[config.mk]
export PLATFORM = sky130hd
export DESIGN_NAME = addbit_pipe_flat
export DESIGN_NICKNAME = d
export VERILOG_FILES = /design/src/rtl/addbit_pipe_if.sv /design/src/rtl/addbit_pipe.sv /design/src/flat_wrapper.sv
export SDC_FILE = /design/constraint.sdc
export NUM_CORES = 1
export LEC_CHECK = 0
export BUFFER_PORTS_ARGS = -buffer_cell sky130_fd_sc_hd__buf_2
export CAP_MARGIN = 20
export CORE_ASPECT_RATIO = 0.5
export CORE_MARGIN = 5
export CORE_UTILIZATION = 45
export CTS_BUF_LIST = sky130_fd_sc_hd__clkbuf_8
export CTS_CLUSTER_DIAMETER = 40
export CTS_CLUSTER_SIZE = 20
export DETAILED_ROUTE_END_ITERATION = 10
export PLACE_DENSITY = 0.69
export SLEW_MARGIN = 20
export SYNTH_ARGS = -nofsm -noshare
export SYNTH_HDL_FRONTEND = slang
export SYNTH_SLANG_ARGS = --single-unit
[constraint.sdc]
create_clock -name clk -period 5.6 [get_ports clk]
set_input_delay 1.12 -clock clk [delete_from_list [all_inputs] [get_ports clk]]
set_output_delay 1.12 -clock clk [all_outputs]
set_load 0.01 [all_outputs]
[src/rtl/addbit_pipe_if.sv]
// Operand/result handshake bundle for addbit_pipe: valid/ready on both sides
// plus operands, mode and result flags.
interface addbit_pipe_if #(
  parameter int WIDTH = 8
);
  logic             in_valid;
  logic             in_ready;
  logic [WIDTH-1:0] a;
  logic [WIDTH-1:0] b;
  logic             ci;
  logic             sub;
  logic             out_valid;
  logic             out_ready;
  logic [WIDTH-1:0] sum;
  logic             co;
  logic             ovf;

  modport master (
    output in_valid, a, b, ci, sub, out_ready,
    input  in_ready, out_valid, sum, co, ovf
  );

  modport slave (
    input  in_valid, a, b, ci, sub, out_ready,
    output in_ready, out_valid, sum, co, ovf
  );
endinterface

[src/rtl/addbit_pipe.sv]
// Pipelined add/subtract: each stage resolves one SEG-bit slice and passes its
// carry, operands and partial sum to the next stage under valid/ready flow control.
module addbit_pipe #(
  parameter int WIDTH  = 8,
  parameter int STAGES = 2
) (
  input  logic          clk,
  input  logic          rst_n,
  addbit_pipe_if.slave  bus
);
  localparam int SEG = WIDTH / STAGES;

  logic [WIDTH-1:0]  a_r [STAGES];
  logic [WIDTH-1:0]  b_r [STAGES];
  logic [WIDTH-1:0]  s_r [STAGES];
  logic [STAGES-1:0] c_r;
  logic [STAGES-1:0] v_r;
  logic              ovf_r;

  logic [WIDTH-1:0]  a_s [STAGES];
  logic [WIDTH-1:0]  b_s [STAGES];
  logic [WIDTH-1:0]  s_s [STAGES];
  logic [STAGES-1:0] c_s;
  logic [STAGES-1:0] ld_s;
  logic [STAGES-1:0] adv_s;
  logic [STAGES-1:0] room_s;
  logic              ovf_s;

  // Flow control (room ripples back from the consumer) and per-stage slice adders
  always_comb begin
    logic             run;
    logic [SEG:0]     seg;
    logic [WIDTH-1:0] pa;
    logic [WIDTH-1:0] pb;
    logic [WIDTH-1:0] ps;
    logic             pc;
    int               prv;
    int               nxt;
    room_s = {STAGES{1'b0}};
    ld_s   = {STAGES{1'b0}};
    adv_s  = {STAGES{1'b0}};
    c_s    = {STAGES{1'b0}};
    ovf_s  = 1'b0;
    run = !v_r[STAGES-1] || bus.out_ready;
    room_s[STAGES-1] = run;
    for (int k = STAGES - 2; k >= 0; k--) begin
      run = !v_r[k] || run;
      room_s[k] = run;
    end
    for (int k = 0; k < STAGES; k++) begin
      prv = (k > 0) ? k - 1 : 0;
      nxt = (k < STAGES - 1) ? k + 1 : k;
      // Stage 0 folds the subtract inversion into b so later stages only add
      if (k == 0) begin
        pa = bus.a;
        pb = bus.b ^ {WIDTH{bus.sub}};
        ps = {WIDTH{1'b0}};
        pc = bus.ci;
        ld_s[k] = bus.in_valid && room_s[0];
      end else begin
        pa = a_r[prv];
        pb = b_r[prv];
        ps = s_r[prv];
        pc = c_r[prv];
        ld_s[k] = v_r[prv] && room_s[k];
      end
      if (k < STAGES - 1) begin
        adv_s[k] = v_r[k] && room_s[nxt];
      end else begin
        adv_s[k] = v_r[k] && bus.out_ready;
      end
      seg = {1'b0, pa[k*SEG +: SEG]} + {1'b0, pb[k*SEG +: SEG]} + {{SEG{1'b0}}, pc};
      ps[k*SEG +: SEG] = seg[SEG-1:0];
      a_s[k] = pa;
      b_s[k] = pb;
      s_s[k] = ps;
      c_s[k] = seg[SEG];
    end
    // Carry into the MSB is recovered as a^b^sum at that bit
    ovf_s = a_s[STAGES-1][WIDTH-1] ^ b_s[STAGES-1][WIDTH-1]
          ^ s_s[STAGES-1][WIDTH-1] ^ c_s[STAGES-1];
  end

  // Stage registers: load on handshake, clear valid on advance, otherwise hold
  always_ff @(posedge clk) begin
    if (!rst_n) begin
      v_r   <= {STAGES{1'b0}};
      c_r   <= {STAGES{1'b0}};
      ovf_r <= 1'b0;
      for (int k = 0; k < STAGES; k++) begin
        a_r[k] <= {WIDTH{1'b0}};
        b_r[k] <= {WIDTH{1'b0}};
        s_r[k] <= {WIDTH{1'b0}};
      end
    end else begin
      for (int k = 0; k < STAGES; k++) begin
        if (ld_s[k]) begin
          v_r[k] <= 1'b1;
          a_r[k] <= a_s[k];
          b_r[k] <= b_s[k];
          s_r[k] <= s_s[k];
          c_r[k] <= c_s[k];
        end else if (adv_s[k]) begin
          v_r[k] <= 1'b0;
        end else begin
          v_r[k] <= v_r[k];
        end
      end
      if (ld_s[STAGES-1]) begin
        ovf_r <= ovf_s;
      end else begin
        ovf_r <= ovf_r;
      end
    end
  end

  assign bus.in_ready  = room_s[0];
  assign bus.out_valid = v_r[STAGES-1];
  assign bus.sum       = s_r[STAGES-1];
  assign bus.co        = c_r[STAGES-1];
  assign bus.ovf       = ovf_r;
endmodule

[src/flat_wrapper.sv]
// flat-port wrapper written by rule: the top's interface ports become plain ports
module addbit_pipe_flat 
#(
  parameter int WIDTH  = 8,
  parameter int STAGES = 2
)
  (clk, rst_n, bus_in_valid, bus_a, bus_b, bus_ci, bus_sub, bus_out_ready, bus_in_ready, bus_out_valid, bus_sum, bus_co, bus_ovf);
  addbit_pipe_if #(.WIDTH(WIDTH)) bus_i ();
  input  logic clk;
  input  logic rst_n;
  input wire logic [$bits(bus_i.in_valid)-1:0] bus_in_valid;
  input wire logic [$bits(bus_i.a)-1:0] bus_a;
  input wire logic [$bits(bus_i.b)-1:0] bus_b;
  input wire logic [$bits(bus_i.ci)-1:0] bus_ci;
  input wire logic [$bits(bus_i.sub)-1:0] bus_sub;
  input wire logic [$bits(bus_i.out_ready)-1:0] bus_out_ready;
  output wire logic [$bits(bus_i.in_ready)-1:0] bus_in_ready;
  output wire logic [$bits(bus_i.out_valid)-1:0] bus_out_valid;
  output wire logic [$bits(bus_i.sum)-1:0] bus_sum;
  output wire logic [$bits(bus_i.co)-1:0] bus_co;
  output wire logic [$bits(bus_i.ovf)-1:0] bus_ovf;
  assign bus_i.in_valid = bus_in_valid;
  assign bus_i.a = bus_a;
  assign bus_i.b = bus_b;
  assign bus_i.ci = bus_ci;
  assign bus_i.sub = bus_sub;
  assign bus_i.out_ready = bus_out_ready;
  assign bus_in_ready = bus_i.in_ready;
  assign bus_out_valid = bus_i.out_valid;
  assign bus_sum = bus_i.sum;
  assign bus_co = bus_i.co;
  assign bus_ovf = bus_i.ovf;
  addbit_pipe #(.WIDTH(WIDTH), .STAGES(STAGES)) u_core (.clk(clk), .rst_n(rst_n), .bus(bus_i));
endmodule
==> results.md <==
- Critical R2R Launch: u_core.c_r[0]
- Worst hold endpoint: u_core.c_r[1]
- Htree depth: 1
- Filler cell count: 278
- Power Dens Cells: about 260 nW/µm²
- Gp weighted congestion: 0.701
- Final Net Count: 177
- Top sig layer: met4
- Core Area: around 3000 µm²
- Synth cell types: 25
- Final WL: 2240 µm
- Setup CP Type: in2out
- Die width: just under 90 µm
- CTS tree: done
- Setup Skew: between 0.0015 and 0.002 ns
- Rel. slew slack: about 65%
- Initial antenna violation count: 0
- Fin crit period: between 2 and 3 ns
- Num CTS Buffers: 3
- Worst reg2reg setup slack: about 3.7 ns
- Layout cells sized above 1: between 20% and 30%
- Row Count: 14
- Worst-Skew Late Latency: around 0.26 ns
- Port Buf Inserts: 33
- Clk buf depth: 2
- Vias in the first global route: slightly below 800
- Final hold vios: 0
- Hold path cells: 2
- Worst EP required: 4.48 ns
- Max Clk Rate: 373 MHz
- Multi-input logic area: 562 µm²
- Starting Density: about 46%
- Crit path DAT: roughly 1.6 ns
- Global route overflow: 0
- Status: completed
- Tot GR Track Use: a little over a tenth
- Drt first pass iters: 4
- DR vias: 821
- Max Cap Viol: 0
- Die Y: between 40 and 50 µm
- CP endpoint kind: output pin
- First-pass GRT wire length: approximately 3600 µm
- Post-CTS setup buffers: 0
- Seq/Total Area, Yosys: 51.3%
- Via/cell ratio: ~4.5
- Clk slew on worst S/H paths: 0.08 ns
- Area Growth Syn to Fin: 13.9%
- Ant diodes: 0
- Startpoint class of the critical path: input pin
- Finished Core Util: around 53%
- Syn. warnings: 0
- DR iter-0 viols: 28
- Seq cells post-synth: 25
- Hold_sp: u_core.c_r[1]
- R2R cell count: 7
- Post-cts hold buffer count: 0
- Fin crit share: between 40% and 50%
- Slew Viols, Final: 0
- Post-cts resize count: 0
- Synthesized area: between 1000 and 1500 µm²
- Met3 WL: between 150 and 200 µm
- Crit Path Max Fanout: 6
- Worst Tran Pin Value: roughly 0.53 ns
- Mapped Avg Cell Area: 11.7 µm²
- Number of antenna-violating nets in the routed design: 0
- Reg-to-Reg End: u_core.bus.ovf
- Top-area cell type share of the netlist area: a little over two fifths
- Sequential cell area: around 700 µm²
- Met1 WL: about 1100 µm
- Unrepaired setup endpoints after global routing: false
- # DRC: 0
- Leakage power: 0.000715 µW
- Dominant cell type by area after synthesis: edfxtp_1
- Number of clock sinks: 25
- Setup TNS Final: 0 ns
- Met2 Wirelength: 953 µm
- Final Setup Violations: 0
- Synth Instances: 117
- Pin count of the biggest net entering global routing: 14
- DR WL/cell: 12.2 µm
- Die Footprint: 4310 µm²
- Synth Net Count: around 150
- Maximum vdd drop: around 110 µV
- Top cells by area, synth: edfxtp_1 (44%), dfxtp_1 (7.3%), fa_1 (5.9%)
- I/O pin total: 34
- CTS root buffer: clkbuf_8
- Placed wire-length estimate: 1830 µm
- Min-Delay Path Class: reg2reg
-- how the worst max path moves through the flow --
stage                        startpoint            end  cells after the start
final                     bus_out_ready   bus_in_ready                      3
after global routing      bus_out_ready   bus_in_ready                      3
after CTS                 bus_out_ready   bus_in_ready                      3
after detailed placement        bus_sub  u_core.c_r[0]                      9
after global placement          bus_sub  u_core.c_r[0]                      9
after floorplan                 bus_sub  u_core.c_r[0]                      9
-- power breakdown --
part	internal (µW)	switching (µW)
Combinational	37.1	42.7
Clock	49.0	52.0
Sequential	221	6.66
-- cell type report --
type	instances	area share, %
flip-flops and latches	25	45.0
multi-input cells	73	36.1
repair buffers	33	10.6
well taps	40	3.22
clock buffers	3	2.65
inverters	9	2.17
clock inverters	1	0.241
-- cells by family after synthesis --
| family | after synthesis | synth area share (%) |
|---|---|---|
| and+or+nand+nor | 38 | 15.5 |
| DFF | 25 | 51.3 |
| AOI/OAI and AO/OA | 13 | 6.59 |
| buffers and inverters | 19 | 7.60 |
| xor gates and xnor gates | 12 | 7.69 |
| adders and majority gates | 10 | 11.4 |
-- placed cells by master, fill, tap and decap left out --
cell | synthesis | routed
nand2_1 | 6 | 6
nor3_1 | 1 | 1
a21boi_0 | 3 | 3
xor2_1 | 6 | 6
o211ai_2 | 1 | 1
ha_1 | 6 | 6
nand2b_1 | 2 | 2
nor3b_1 | 2 | 2
and2_1 | 11 | 11
inv_1 | 9 | 10
a211oi_1 | 1 | 1
xnor2_1 | 6 | 6
o21ai_0 | 2 | 2
a21oi_1 | 4 | 4
a21o_1 | 1 | 1
nand3b_4 | 1 | 1
dfxtp_1 | 5 | 5
buf_2 | 2 | 33
o211a_2 | 1 | 1
edfxtp_1 | 20 | 20
nor2b_1 | 1 | 1
clkbuf_8 | 0 | 3
nor2_1 | 13 | 13
fa_1 | 4 | 4
nor3b_2 | 1 | 1
-- critical path: stages --
cell	delay, ns
buf_2	0.10
nand3b_4	0.18
buf_2	0.16
-- flip-flops by register name (all words and copies together), names as in the netlist --
signal	cells
u_core.s_r	12
u_core.a_r	4
u_core.b_r	4
u_core.c_r	2
u_core.v_r	2
u_core.bus.ovf	1
-- synth_stat cells (all sizes together) --
cell,count
edfxtp,20
xnor2,6
nand2b,2
ha,6
a21boi,3
inv,9
nand2,6
buf,10
fa,4
a21o,1
o211ai,1
and2,11
o211a,1
nor2,13
nor3,1
o21ai,2
a21oi,4
dfxtp,5
nor3b,3
nand3b,1
xor2,6
a211oi,1
nor2b,1
-- stage by stage --
step / std cells / power [µW] / area (µm²) / setup WS [ns] / hold WS, ns
floorplan: 117 / 291 / 1370 / 2.93 / 0.497
global placement: 180 / 308 / 1510 / 2.87 / 0.494
detailed placement: 180 / 312 / 1510 / 2.81 / 0.500
CTS: 184 / 412 / 1560 / 2.92 / 0.512
global route: 184 / 433 / 1560 / 2.90 / 0.559
finish: 184 / 408 / 1560 / 2.92 / 0.527
-- per-layer routing --
metal,global-route usage (%),vias to the layer above
li1,-,435
met1,15.2,360
met2,16.1,24
met3,3.37,2
met4,3.83,0
met5,0,-
(Power assumes the default switching activity.)
